### src/rtl/gomoku_pkg.sv
// Shared codes for the gomoku move judge: results, cells, FSM states.
// Also holds the per-direction step deltas used by the ray stepper.
package gomoku_pkg;

  localparam logic [1:0] RES_NONE    = 2'b00;
  localparam logic [1:0] RES_VALID   = 2'b01;
  localparam logic [1:0] RES_INVALID = 2'b10;
  localparam logic [1:0] RES_WIN     = 2'b11;

  localparam logic [1:0] CELL_EMPTY = 2'b00;
  localparam logic [1:0] CELL_RED   = 2'b01;
  localparam logic [1:0] CELL_GREEN = 2'b10;

  typedef enum logic [2:0] {
    S_IDLE,
    S_CHECK_OCC,
    S_SCAN,
    S_FINISH,
    S_HOLD
  } state_t;

  // dir[2:1] = axis (h, v, diag, anti-diag), dir[0] = negative side
  function automatic int dir_dx(input logic [2:0] dir);
    int d;
    unique case (dir[2:1])
      2'd0:    d = 1;
      2'd1:    d = 0;
      default: d = 1;
    endcase
    return dir[0] ? -d : d;
  endfunction

  function automatic int dir_dy(input logic [2:0] dir);
    int d;
    unique case (dir[2:1])
      2'd0:    d = 0;
      2'd1:    d = 1;
      2'd2:    d = 1;
      default: d = -1;
    endcase
    return dir[0] ? -d : d;
  endfunction

endpackage

### src/rtl/gomoku_move_judge_if.sv
// Request/verdict and board-RAM signals of the move judge.
// master: requester + RAM side; slave: the judge.
interface gomoku_move_judge_if #(
  parameter int EDGE_BITS = 3
);
  logic                   en;
  logic                   color;
  logic [2*EDGE_BITS-1:0] pos;
  logic [2*EDGE_BITS-1:0] ram_rd_addr;
  logic [1:0]             ram_data;
  logic [1:0]             result;
  logic                   done;

  modport master (
    output en, color, pos, ram_data,
    input  ram_rd_addr, result, done
  );

  modport slave (
    input  en, color, pos, ram_data,
    output ram_rd_addr, result, done
  );
endinterface

### src/rtl/gomoku_ray_stepper.sv
// Next probe cell along one direction from pos, plus off-board flag.
// Ports: i_clr/i_adv control the step count; o_addr/o_edge/o_step out.
module gomoku_ray_stepper
  import gomoku_pkg::*;
#(
  parameter int EDGE_BITS = 3
) (
  input  logic                   clk,
  input  logic                   rst_n,
  input  logic                   i_clr,
  input  logic                   i_adv,
  input  logic [2:0]             i_dir,
  input  logic [2*EDGE_BITS-1:0] i_pos,
  output logic [2*EDGE_BITS-1:0] o_addr,
  output logic                   o_edge,
  output logic [3:0]             o_step
);

  localparam int EDGE = 1 << EDGE_BITS;

  logic [3:0] r_step;
  int         w_k;
  int         w_x;
  int         w_y;

  always_ff @(posedge clk or negedge rst_n) begin
    if (!rst_n) begin
      r_step <= 4'd0;
    end else if (i_clr) begin
      r_step <= 4'd0;
    end else if (i_adv) begin
      r_step <= r_step + 4'd1;
    end
  end

  // probe k cells out, k = matches so far + 1
  always_comb begin
    w_k = int'(r_step) + 1;
    w_x = int'(i_pos[EDGE_BITS-1:0])
        + dir_dx(i_dir) * w_k;
    w_y = int'(i_pos[2*EDGE_BITS-1:EDGE_BITS])
        + dir_dy(i_dir) * w_k;
  end

  assign o_edge = (w_x < 0) || (w_x >= EDGE)
               || (w_y < 0) || (w_y >= EDGE);
  assign o_addr = {w_y[EDGE_BITS-1:0],
                   w_x[EDGE_BITS-1:0]};
  assign o_step = r_step;

endmodule

### src/rtl/gomoku_move_judge.sv
// Judges a gomoku move: occupancy, then 8-direction line scan.
// Ports: clk, rst_n, bus (slave). Macro GOMOKU_EXACT_FIVE_EN: overline.
module gomoku_move_judge
  import gomoku_pkg::*;
#(
  parameter int EDGE_BITS = 3,
  parameter int WIN_LEN   = 5
) (
  input  logic              clk,
  input  logic              rst_n,
  gomoku_move_judge_if.slave bus
);

  localparam int N = 2 * EDGE_BITS;
  localparam logic [3:0] WIN4 = 4'(WIN_LEN);
`ifdef GOMOKU_EXACT_FIVE_EN
  localparam int DEPTH = WIN_LEN;
  localparam bit EARLY = 1'b0;
`else
  localparam int DEPTH = WIN_LEN - 1;
  localparam bit EARLY = 1'b1;
`endif

  function automatic logic is_win(input logic [3:0] c);
`ifdef GOMOKU_EXACT_FIVE_EN
    return c == WIN4;
`else
    return c >= WIN4;
`endif
  endfunction

  state_t     r_state, w_state_n;
  logic       r_phase, w_phase_n;
  logic       r_color;
  logic [N-1:0] r_pos;
  logic [2:0] r_dir, w_dir_n;
  logic [3:0] r_cnt, w_cnt_n;
  logic [1:0] r_result, w_result_n;

  logic       w_step_clr;
  logic       w_step_adv;
  logic       w_dir_done;
  logic [3:0] w_cnt_axis;
  logic [N-1:0] w_probe;
  logic       w_edge;
  logic [3:0] w_step;
  logic [1:0] w_piece;
  logic       w_match;
  logic       w_last;

  gomoku_ray_stepper #(
    .EDGE_BITS (EDGE_BITS)
  ) u_step (
    .clk    (clk),
    .rst_n  (rst_n),
    .i_clr  (w_step_clr),
    .i_adv  (w_step_adv),
    .i_dir  (r_dir),
    .i_pos  (r_pos),
    .o_addr (w_probe),
    .o_edge (w_edge),
    .o_step (w_step)
  );

  assign w_piece = r_color ? CELL_GREEN : CELL_RED;
  assign w_match = (bus.ram_data == w_piece);
  // this match fills the direction's depth
  assign w_last  = (int'(w_step) + 1 >= DEPTH);

  always_comb begin
    w_state_n  = r_state;
    w_phase_n  = r_phase;
    w_dir_n    = r_dir;
    w_cnt_n    = r_cnt;
    w_result_n = r_result;
    w_step_clr = 1'b0;
    w_step_adv = 1'b0;
    w_dir_done = 1'b0;
    w_cnt_axis = r_cnt;
    unique case (r_state)
      S_IDLE: begin
        w_result_n = RES_NONE;
        w_phase_n  = 1'b0;
        if (bus.en) begin
          w_state_n = S_CHECK_OCC;
        end
      end
      S_CHECK_OCC: begin
        if (!bus.en) begin
          w_state_n = S_IDLE;
          w_phase_n = 1'b0;
        end else if (!r_phase) begin
          w_phase_n = 1'b1;
        end else if (bus.ram_data != CELL_EMPTY) begin
          w_state_n  = S_FINISH;
          w_phase_n  = 1'b0;
          w_result_n = RES_INVALID;
        end else begin
          w_state_n  = S_SCAN;
          w_phase_n  = 1'b0;
          w_dir_n    = 3'd0;
          w_cnt_n    = 4'd1;
          w_step_clr = 1'b1;
        end
      end
      S_SCAN: begin
        if (!bus.en) begin
          w_state_n = S_IDLE;
          w_phase_n = 1'b0;
        end else begin
          if (!r_phase) begin
            if (w_edge) w_dir_done = 1'b1;
            else        w_phase_n  = 1'b1;
          end else if (w_match) begin
            w_cnt_axis = r_cnt + 4'd1;
            w_cnt_n    = w_cnt_axis;
            w_step_adv = 1'b1;
            w_phase_n  = 1'b0;
            if (EARLY && is_win(w_cnt_axis)) begin
              w_state_n  = S_FINISH;
              w_result_n = RES_WIN;
            end else if (w_last) begin
              w_dir_done = 1'b1;
            end
          end else begin
            w_dir_done = 1'b1;
          end
          // + side done: flip to - side; - side done: judge axis
          if (w_dir_done) begin
            w_phase_n  = 1'b0;
            w_step_clr = 1'b1;
            if (!r_dir[0]) begin
              w_dir_n = r_dir + 3'd1;
            end else if (is_win(w_cnt_axis)) begin
              w_state_n  = S_FINISH;
              w_result_n = RES_WIN;
            end else if (r_dir == 3'd7) begin
              w_state_n  = S_FINISH;
              w_result_n = RES_VALID;
            end else begin
              w_dir_n = r_dir + 3'd1;
              w_cnt_n = 4'd1;
            end
          end
        end
      end
      S_FINISH: begin
        w_state_n = S_HOLD;
      end
      S_HOLD: begin
        if (!bus.en) begin
          w_state_n  = S_IDLE;
          w_result_n = RES_NONE;
        end
      end
      default: begin
        w_state_n  = S_IDLE;
        w_result_n = RES_NONE;
      end
    endcase
  end

  always_ff @(posedge clk or negedge rst_n) begin
    if (!rst_n) begin
      r_state  <= S_IDLE;
      r_phase  <= 1'b0;
      r_color  <= 1'b0;
      r_pos    <= '0;
      r_dir    <= 3'd0;
      r_cnt    <= 4'd0;
      r_result <= RES_NONE;
    end else begin
      r_state  <= w_state_n;
      r_phase  <= w_phase_n;
      r_dir    <= w_dir_n;
      r_cnt    <= w_cnt_n;
      r_result <= w_result_n;
      if (r_state == S_IDLE && bus.en) begin
        r_color <= bus.color;
        r_pos   <= bus.pos;
      end
    end
  end

  always_comb begin
    bus.ram_rd_addr = '0;
    unique case (r_state)
      S_CHECK_OCC: bus.ram_rd_addr = r_pos;
      S_SCAN:      bus.ram_rd_addr = w_edge ? '0 : w_probe;
      default:     bus.ram_rd_addr = '0;
    endcase
  end

  assign bus.done   = (r_state == S_FINISH);
  assign bus.result = r_result;

endmodule

### src/flat_wrapper.sv
// flat-port wrapper written by rule: the top's interface ports become plain ports
module gomoku_move_judge_flat import gomoku_pkg::*;
#(
  parameter int EDGE_BITS = 3,
  parameter int WIN_LEN   = 5
)
  (clk, rst_n, bus_en, bus_color, bus_pos, bus_ram_data, bus_ram_rd_addr, bus_result, bus_done);
  gomoku_move_judge_if #(.EDGE_BITS(EDGE_BITS)) bus_i ();
  input  logic clk;
  input  logic rst_n;
  input wire logic [$bits(bus_i.en)-1:0] bus_en;
  input wire logic [$bits(bus_i.color)-1:0] bus_color;
  input wire logic [$bits(bus_i.pos)-1:0] bus_pos;
  input wire logic [$bits(bus_i.ram_data)-1:0] bus_ram_data;
  output wire logic [$bits(bus_i.ram_rd_addr)-1:0] bus_ram_rd_addr;
  output wire logic [$bits(bus_i.result)-1:0] bus_result;
  output wire logic [$bits(bus_i.done)-1:0] bus_done;
  assign bus_i.en = bus_en;
  assign bus_i.color = bus_color;
  assign bus_i.pos = bus_pos;
  assign bus_i.ram_data = bus_ram_data;
  assign bus_ram_rd_addr = bus_i.ram_rd_addr;
  assign bus_result = bus_i.result;
  assign bus_done = bus_i.done;
  gomoku_move_judge #(.EDGE_BITS(EDGE_BITS), .WIN_LEN(WIN_LEN)) u_core (.clk(clk), .rst_n(rst_n), .bus(bus_i));
endmodule
### config.mk
export PLATFORM = sky130hd
export DESIGN_NAME = gomoku_move_judge_flat
export DESIGN_NICKNAME = d
export VERILOG_FILES = /design/src/rtl/gomoku_pkg.sv /design/src/rtl/gomoku_move_judge_if.sv /design/src/rtl/gomoku_ray_stepper.sv /design/src/rtl/gomoku_move_judge.sv /design/src/flat_wrapper.sv
export SDC_FILE = /design/constraint.sdc
export NUM_CORES = 1
export LEC_CHECK = 0
export CORE_ASPECT_RATIO = 1.1
export CORE_MARGIN = 5
export CORE_UTILIZATION = 65
export DETAILED_ROUTE_END_ITERATION = 10
export GPL_TIMING_DRIVEN = 0
export PLACE_DENSITY = 0.84
export REMOVE_ABC_BUFFERS = 1
export SETUP_SLACK_MARGIN = 0.02
export SKIP_LAST_GASP = 1
export SYNTH_ARGS = -nofsm -noshare
export SYNTH_HDL_FRONTEND = slang
export SYNTH_SLANG_ARGS = --single-unit
### constraint.sdc
create_clock -name clk -period 11.6 [get_ports clk]
set_input_delay 2.9 -clock clk [delete_from_list [all_inputs] [get_ports clk]]
set_output_delay 2.9 -clock clk [all_outputs]
set_load 0.1 [all_outputs]
==> impl_metrics.env, run 1 <==
export IMPL_status="completed"
export IMPL_wl_per_cell_um=18.4
export IMPL_slowest_stage="xor2_1"
export IMPL_async_flop_share=1.00
export IMPL_dieHeight_um=116
export IMPL_ant_nets=0
export IMPL_viasPerCell=6.76
export IMPL_holdWs_ns=0.550
export IMPL_start_kind="register"
export IMPL_cts_max_path_buffers=2
export IMPL_cp_max_fo=8
export IMPL_power_leakage_nw=3.47
export IMPL_dp_cells=930
export IMPL_firstDrtPassIters=5
export IMPL_placed_area_um2=6860
export IMPL_synth_edf_count=0
export IMPL_hold_viol_final=0
export IMPL_crit_top_cell="ha_1"
export IMPL_fin_cells=936
export IMPL_place_congestion=0.944
export IMPL_slew_headroom=0.158
export IMPL_vdd_drop_max_v=0.000137
export IMPL_worst_slew_pin_slew_ns=1.25
export IMPL_cp_arrival_ns=8.34
export IMPL_grt_pass1_wl_mm=29.1
export IMPL_ys_warn_count=0
export IMPL_num_fill_cells=810
export IMPL_synth_seq_cells=24
export IMPL_dp_hpwl_mm=14.3
export IMPL_core_area_um2=9940
export IMPL_drt_iter0_drc=420
export IMPL_pin_count=21
export IMPL_grt_pass1_vias=6333
export IMPL_drc=0
export IMPL_p_total_mw=1.53
export IMPL_fin_nets=985
export IMPL_cts_buffers=3
export IMPL_die_x_um=106
export IMPL_clk_pin_slew_worst_paths_ns=0.09
export IMPL_numClockSinks=24
export IMPL_cts_root_buf="clkbuf_8"
export IMPL_fmax_mhz=89.0
export IMPL_cpPeakStageDelay_ns=0.78
export IMPL_final_period_utilization=0.969
export IMPL_area_delta_synth_final_pct=5.25
export IMPL_rsz0062_at_grt="false"
export IMPL_totalWireLength_mm=17.2
export IMPL_htreeDepth=1
export IMPL_io_buffers=20
export IMPL_grt_max_degree=25
export IMPL_num_vias=6326
export IMPL_clock_latency_ns=0.28
export IMPL_cts_tree="done"
export IMPL_diodes=0
export IMPL_syn_area_um2=6650
export IMPL_criticalPathCategory="register to output port"
export IMPL_drv_slew=0
export IMPL_setup_viol=0
export IMPL_reg2reg_slack_ns=3.69
export IMPL_required_ns=8.70
export IMPL_layout_drive_gt1_share=0.0600
export IMPL_seq_area_frac_synth=0.0903
export IMPL_ys_flop_type="dfrtp_1"
export IMPL_rows=38
export IMPL_antenna_found_initial=0
export IMPL_drv_cap=0
export IMPL_syn_avg_cell_area_um2=8.11
export IMPL_power_density_nw_per_um2=219
export IMPL_syn_inst=820
export IMPL_grtUsageTotal=0.285
export IMPL_endpoint_kind="output port"
export IMPL_worstHoldPathType="register to register"
export IMPL_clock_skew_ns=0.00605
export IMPL_synth_distinct_cells=82
export IMPL_fin_crit_ns=11.24
export IMPL_initial_core_util=0.669
export IMPL_dieArea_um2=12400
export IMPL_grt_ovfl_total=0
export IMPL_fin_area_um2=7000
==> registers in the layout, indices dropped and copies added, names as in the netlist <==
name                  flops
u_core.r_dir              3
u_core.r_state            3
u_core.r_phase            1
u_core.r_color            1
u_core.r_cnt              4
u_core.u_step.o_step      4
u_core.bus.result         2
u_core.r_pos              6
==> synthesized netlist by cell type (3+ instances only) <==
| master | number | area share |
|---|---|---|
| nand4_1 | 16 | 0.015 |
| dfrtp_1 | 24 | 0.090 |
| a31o_2 | 3 | 0.0040 |
| a21boi_0 | 6 | 0.0068 |
| or2_2 | 6 | 0.0056 |
| o21ai_1 | 4 | 0.0030 |
| nor2b_1 | 7 | 0.0066 |
| a211o_1 | 5 | 0.0066 |
| and3_1 | 8 | 0.0075 |
| nor3_1 | 18 | 0.014 |
| o22ai_1 | 5 | 0.0047 |
| fa_1 | 49 | 0.15 |
| nor3b_1 | 4 | 0.0045 |
| ha_1 | 107 | 0.20 |
| mux2_2 | 7 | 0.012 |
| o211ai_1 | 10 | 0.011 |
| xor2_1 | 11 | 0.014 |
| a31oi_1 | 12 | 0.011 |
| o2111ai_1 | 5 | 0.0066 |
| a311oi_1 | 3 | 0.0040 |
| nand2b_1 | 14 | 0.013 |
| or4_1 | 4 | 0.0045 |
| o21a_1 | 10 | 0.011 |
| buf_2 | 12 | 0.0090 |
| mux2i_1 | 3 | 0.0045 |
| o41ai_1 | 4 | 0.0053 |
| and4_1 | 6 | 0.0079 |
| or3_1 | 5 | 0.0047 |
| clkbuf_1 | 15 | 0.0085 |
| o221ai_1 | 7 | 0.0092 |
| o21ai_0 | 37 | 0.028 |
| nand2_1 | 65 | 0.037 |
| xnor2_1 | 10 | 0.013 |
| inv_1 | 87 | 0.049 |
| nor4_1 | 10 | 0.0094 |
| a22o_1 | 7 | 0.0092 |
| a21o_1 | 15 | 0.017 |
| nand3_1 | 17 | 0.013 |
| o31ai_1 | 6 | 0.0068 |
| a21oi_1 | 54 | 0.041 |
| nor2_1 | 54 | 0.030 |
| and2_1 | 10 | 0.0094 |
| o21bai_1 | 4 | 0.0045 |
==> cell type report <==
cell class | count | area [um2] | area share
clock inverter | 1 | 30.0 | 0.00429
sequential | 24 | 602 | 0.0860
inverter | 87 | 327 | 0.0467
multi-input combinational | 679 | 5650 | 0.807
timing repair buffer | 22 | 200 | 0.0286
tap | 120 | 150 | 0.0215
clock buffer | 3 | 41.3 | 0.00590
==> per-stage QoR <==
step	TNS (ns)	setup WS, ns	utilization
2_1_floorplan	0	1.02	-
3_3_place_gp	-5.70	-0.953	0.691
3_5_place_dp	-6.12	-1.03	0.691
4_1_cts	-0.0383	-0.0383	0.699
5_1_grt	0	0.0615	0.704
6_report	0	0.363	0.704
==> kinds of logic after synthesis <==
logic type	Yosys count	share of synthesized area
AO/OA/AOI/OAI	231	0.240
XOR/XNOR	21	0.0277
adder cells (fa/ha/maj)	156	0.349
buffers and inverters	117	0.0696
flip-flops	24	0.0903
multiplexers	10	0.0164
AND/OR/NAND/NOR	261	0.207
==> path summary, 6_finish.rpt <==
kind | depth (start not counted) | to | startpoint
setup / recovery | 27 | bus_ram_rd_addr[1] | u_core.u_step.o_step[2]
hold / removal | 1 | u_core.r_color | u_core.r_color
setup reg to reg | 25 | u_core.r_cnt[0] | u_core.u_step.o_step[2]
hold reg to reg | 1 | u_core.r_color | u_core.r_color
max in group asynchronous | 1 | u_core.u_step.o_step[0] | rst_n
min in group asynchronous | 1 | u_core.r_color | rst_n
==> worst max-delay path, delay by kind of cell (launching register included) <==
family / cells / cell delay, ns
AND/OR/NAND/NOR: 9 / 2.04
flip-flops: 1 / 0.54
adder cells (fa/ha/maj): 6 / 2.10
XOR/XNOR: 1 / 0.78
buffers and inverters: 4 / 0.65
AO/OA/AOI/OAI: 7 / 1.95
==> metal layers <==
metal | vias up | wire, um | GRT usage
met5 | - | 0 | 0
met4 | 0 | 625 | 0.110
met3 | 46 | 873 | 0.0251
met2 | 232 | 8690 | 0.523
met1 | 3067 | 7060 | 0.347
li1 | 2981 | - | -
==> where the power goes <==
group | total [mW] | switching [mW] | internal, mW
combinational | 1.34 | 0.854 | 0.482
sequential | 0.122 | 0.0226 | 0.0996
clock | 0.0755 | 0.0292 | 0.0462
total | 1.53 | 0.906 | 0.628
==> layout by cell type (no fill, tap or decap), types with 7 or more instances in the layout <==
cell type	count
ha_1	106
inv_1	87
nand2_1	65
nor2_1	54
a21oi_1	54
fa_1	49
o21ai_0	37
dfrtp_1	23
nor3_1	18
nand3_1	17
nand4_1	16
a21o_1	15
nand2b_1	14
clkdlybuf4s50_1	14
a31oi_1	12
xor2_1	10
and2_1	10
o21a_1	10
xnor2_1	10
o211ai_1	10
nor4_1	9
and3_1	8
nor2b_1	7
o221ai_1	7
a22o_1	7
mux2_2	7
==> what timing repair did <==
| action | 4_1_cts | 5_1_grt |
|---|---|---|
| endpoints found under the hold margin | 0 | 0 |
| setup buffers | 2 | 0 |
| gates resized for setup | 32 | 14 |
| endpoints found under the setup margin | 6 | 6 |
| pin swaps | 1 | 0 |
| hold buffers | 0 | 0 |
No activity file was read; power rests on OpenSTA's default activity.
==> inputs of run 2 (changes only) <==
ABC_AREA = 1   (was not set)
TNS_END_PERCENT = 5   (was not set)
==> impl_metrics.env, run 2 <==
export IMPL_status="completed"
export IMPL_hold_viol_final=0
export IMPL_fin_nets=1253
export IMPL_area_delta_synth_final_pct=6.67
export IMPL_clock_latency_ns=0.27
export IMPL_yosys_area_share_simple=0.349
export IMPL_worstHoldPathType="register to register"
export IMPL_synthAdderAreaFrac=0.342
export IMPL_worst_slew_pin_slew_ns=1.10
export IMPL_cts_tree="done"
export IMPL_final_cell_mix="332 x nand2_1, 228 x inv_1, 107 x ha_1"
export IMPL_endpoint_kind="output port"
export IMPL_start_kind="register"
export IMPL_synth_top_family_by_area="simple AND/OR/NAND/NOR gates"
export IMPL_synth_xor_area_frac=0.0155
export IMPL_required_ns=8.70
export IMPL_cts_max_path_buffers=2
export IMPL_dp_cells=1223
export IMPL_slowest_stage="clkdlybuf4s50_1"
export IMPL_setup_viol=0
export IMPL_grt_ovfl_total=0
export IMPL_yosysMostFrequentCell="nand2_1"
export IMPL_core_area_um2=10300
export IMPL_regMostFlops="u_core.r_pos"
export IMPL_synth_compound_area_frac=0.0632
export IMPL_cts_hold_buf=0
export IMPL_synth_top_cell_area_share=0.197
export IMPL_cts_root_buf="clkbuf_16"
export IMPL_die_x_um=107
export IMPL_num_vias=6366
export IMPL_reg2reg_depth=32
export IMPL_seq_area_frac_synth=0.0885
export IMPL_cp_arrival_ns=7.94
export IMPL_ys_flop_type="dfrtp_1"
export IMPL_cts_buffers=3
export IMPL_synth_edf_count=0
export IMPL_synthTopCellsByCount="332 x nand2_1, 228 x inv_1, 107 x ha_1"
export IMPL_ys_top_cells_by_area="ha_1 20%, nand2_1 18%, fa_1 14%"
export IMPL_wl_per_cell_um=12.8
export IMPL_async_flop_share=1.00
export IMPL_syn_avg_cell_area_um2=6.39
export IMPL_viasPerCell=5.19
export IMPL_initial_core_util=0.659
export IMPL_drv_cap=0
export IMPL_htreeDepth=1
export IMPL_final_common_cell="nand2_1"
export IMPL_power_leakage_nw=4.48
export IMPL_ant_nets=0
export IMPL_cpPeakStageDelay_ns=1.21
export IMPL_criticalPathCategory="register to output port"
export IMPL_numClockSinks=24
export IMPL_totalWireLength_mm=15.7
export IMPL_dp_hpwl_mm=13.8
export IMPL_power_density_nw_per_um2=117
export IMPL_synth_distinct_cells=39
export IMPL_antenna_found_initial=0
export IMPL_ctsResizeCount=0
export IMPL_syn_inst=1062
export IMPL_fin_crit_ns=10.84
export IMPL_reg2reg_slack_ns=5.00
export IMPL_yosysTopAreaCell="ha_1"
export IMPL_grtUsageTotal=0.265
export IMPL_grt_pass1_vias=6107
export IMPL_dieHeight_um=117
export IMPL_io_buffers=20
export IMPL_grt_max_degree=25
export IMPL_drc=0
export IMPL_cp_max_fo=9
export IMPL_grt_pass1_wl_mm=26.9
export IMPL_fin_cells=1227
export IMPL_clk_pin_slew_worst_paths_ns=0.06
export IMPL_fmax_mhz=92.2
export IMPL_drv_slew=0
export IMPL_cts_setup_buffers=0
export IMPL_final_period_utilization=0.935
export IMPL_hold_depth=2
export IMPL_clock_skew_ns=0.00427
export IMPL_layout_drive_gt1_share=0.0378
export IMPL_slew_headroom=0.262
export IMPL_largest_reg_flops=6
export IMPL_vdd_drop_max_v=0.000229
export IMPL_ys_warn_count=0
export IMPL_firstDrtPassIters=6
export IMPL_setup_tns_ns=0
export IMPL_diodes=0
export IMPL_syn_area_um2=6790
export IMPL_pin_count=21
export IMPL_synthMuxAreaShare=0.0114
export IMPL_crit_top_cell="nand2_1"
export IMPL_synth_seq_cells=24
export IMPL_place_congestion=1.01
export IMPL_dieArea_um2=12600
export IMPL_rows=39
export IMPL_rsz0062_at_grt="false"
export IMPL_drt_iter0_drc=375
## run 2: final timing paths
path | startpoint | to
max reg2reg | u_core.r_dir[1] | u_core.r_phase
max | u_core.r_dir[1] | bus_ram_rd_addr[2]
min reg2reg | u_core.r_color | u_core.r_color
min | u_core.r_color | u_core.r_color
max in group asynchronous | rst_n | u_core.u_step.o_step[3]
min in group asynchronous | rst_n | u_core.r_pos[1]
## run 2: per-layer routing
| layer | part of all wire | GRT usage | vias up | wire [um] |
|---|---|---|---|---|
| li1 | - | - | 3338 | - |
| met1 | 0.42 | 0.323 | 2860 | 6610 |
| met2 | 0.51 | 0.504 | 145 | 8100 |
| met3 | 0.038 | 0.0121 | 23 | 603 |
| met4 | 0.026 | 0.0875 | 0 | 413 |
| met5 | 0 | 0 | - | 0 |
## run 2: cell type report
class	instances	area (um2)
multi-input cells	804	5300
fillers	918	3060
clock buffers	4	88.8
well taps	143	179
repair buffers	20	200
inverters	232	871
flip-flops and latches	24	601
## run 2: cell families (layout without fill, tap and decap cells)
family	after synthesis	count (layout)
XOR/XNOR	12	12
AND/OR/NAND/NOR	554	554
flip-flops	24	24
AO/OA/AOI/OAI	75	75
adder cells (fa/ha/maj)	156	156
multiplexers	7	7
buffers and inverters	234	256
## run 2: report_power, final
group          internal [mW]  switching (mW)
Sequential             0.116          0.0316
Clock                 0.0528          0.0314
Combinational          0.204           0.415
Total                  0.372           0.478
## run 2: per-stage QoR
step / hold WS (ns) / instance area [um2] / power, mW / setup WS [ns] / utilization
global route: 0.575 / 7240 / 0.941 / 0.189 / 0.703
CTS: 0.537 / 7240 / 0.857 / 0.811 / 0.703
global placement: 0.511 / 7150 / 0.752 / 1.19 / 0.694
detailed placement: 0.522 / 7150 / 0.763 / 1.14 / 0.694
finish: 0.532 / 7240 / 0.851 / 0.759 / 0.703
floorplan: 0.489 / 6770 / 0.617 / 1.22 / -
## run 2: critical path, delay by kind of cell, from the launching register on
kind,cells,cell delay [ns]
AND/OR/NAND/NOR,15,1.56
AO/OA/AOI/OAI,3,0.78
flip-flops,1,0.42
buffers and inverters,7,2.02
adder cells (fa/ha/maj),6,2.89
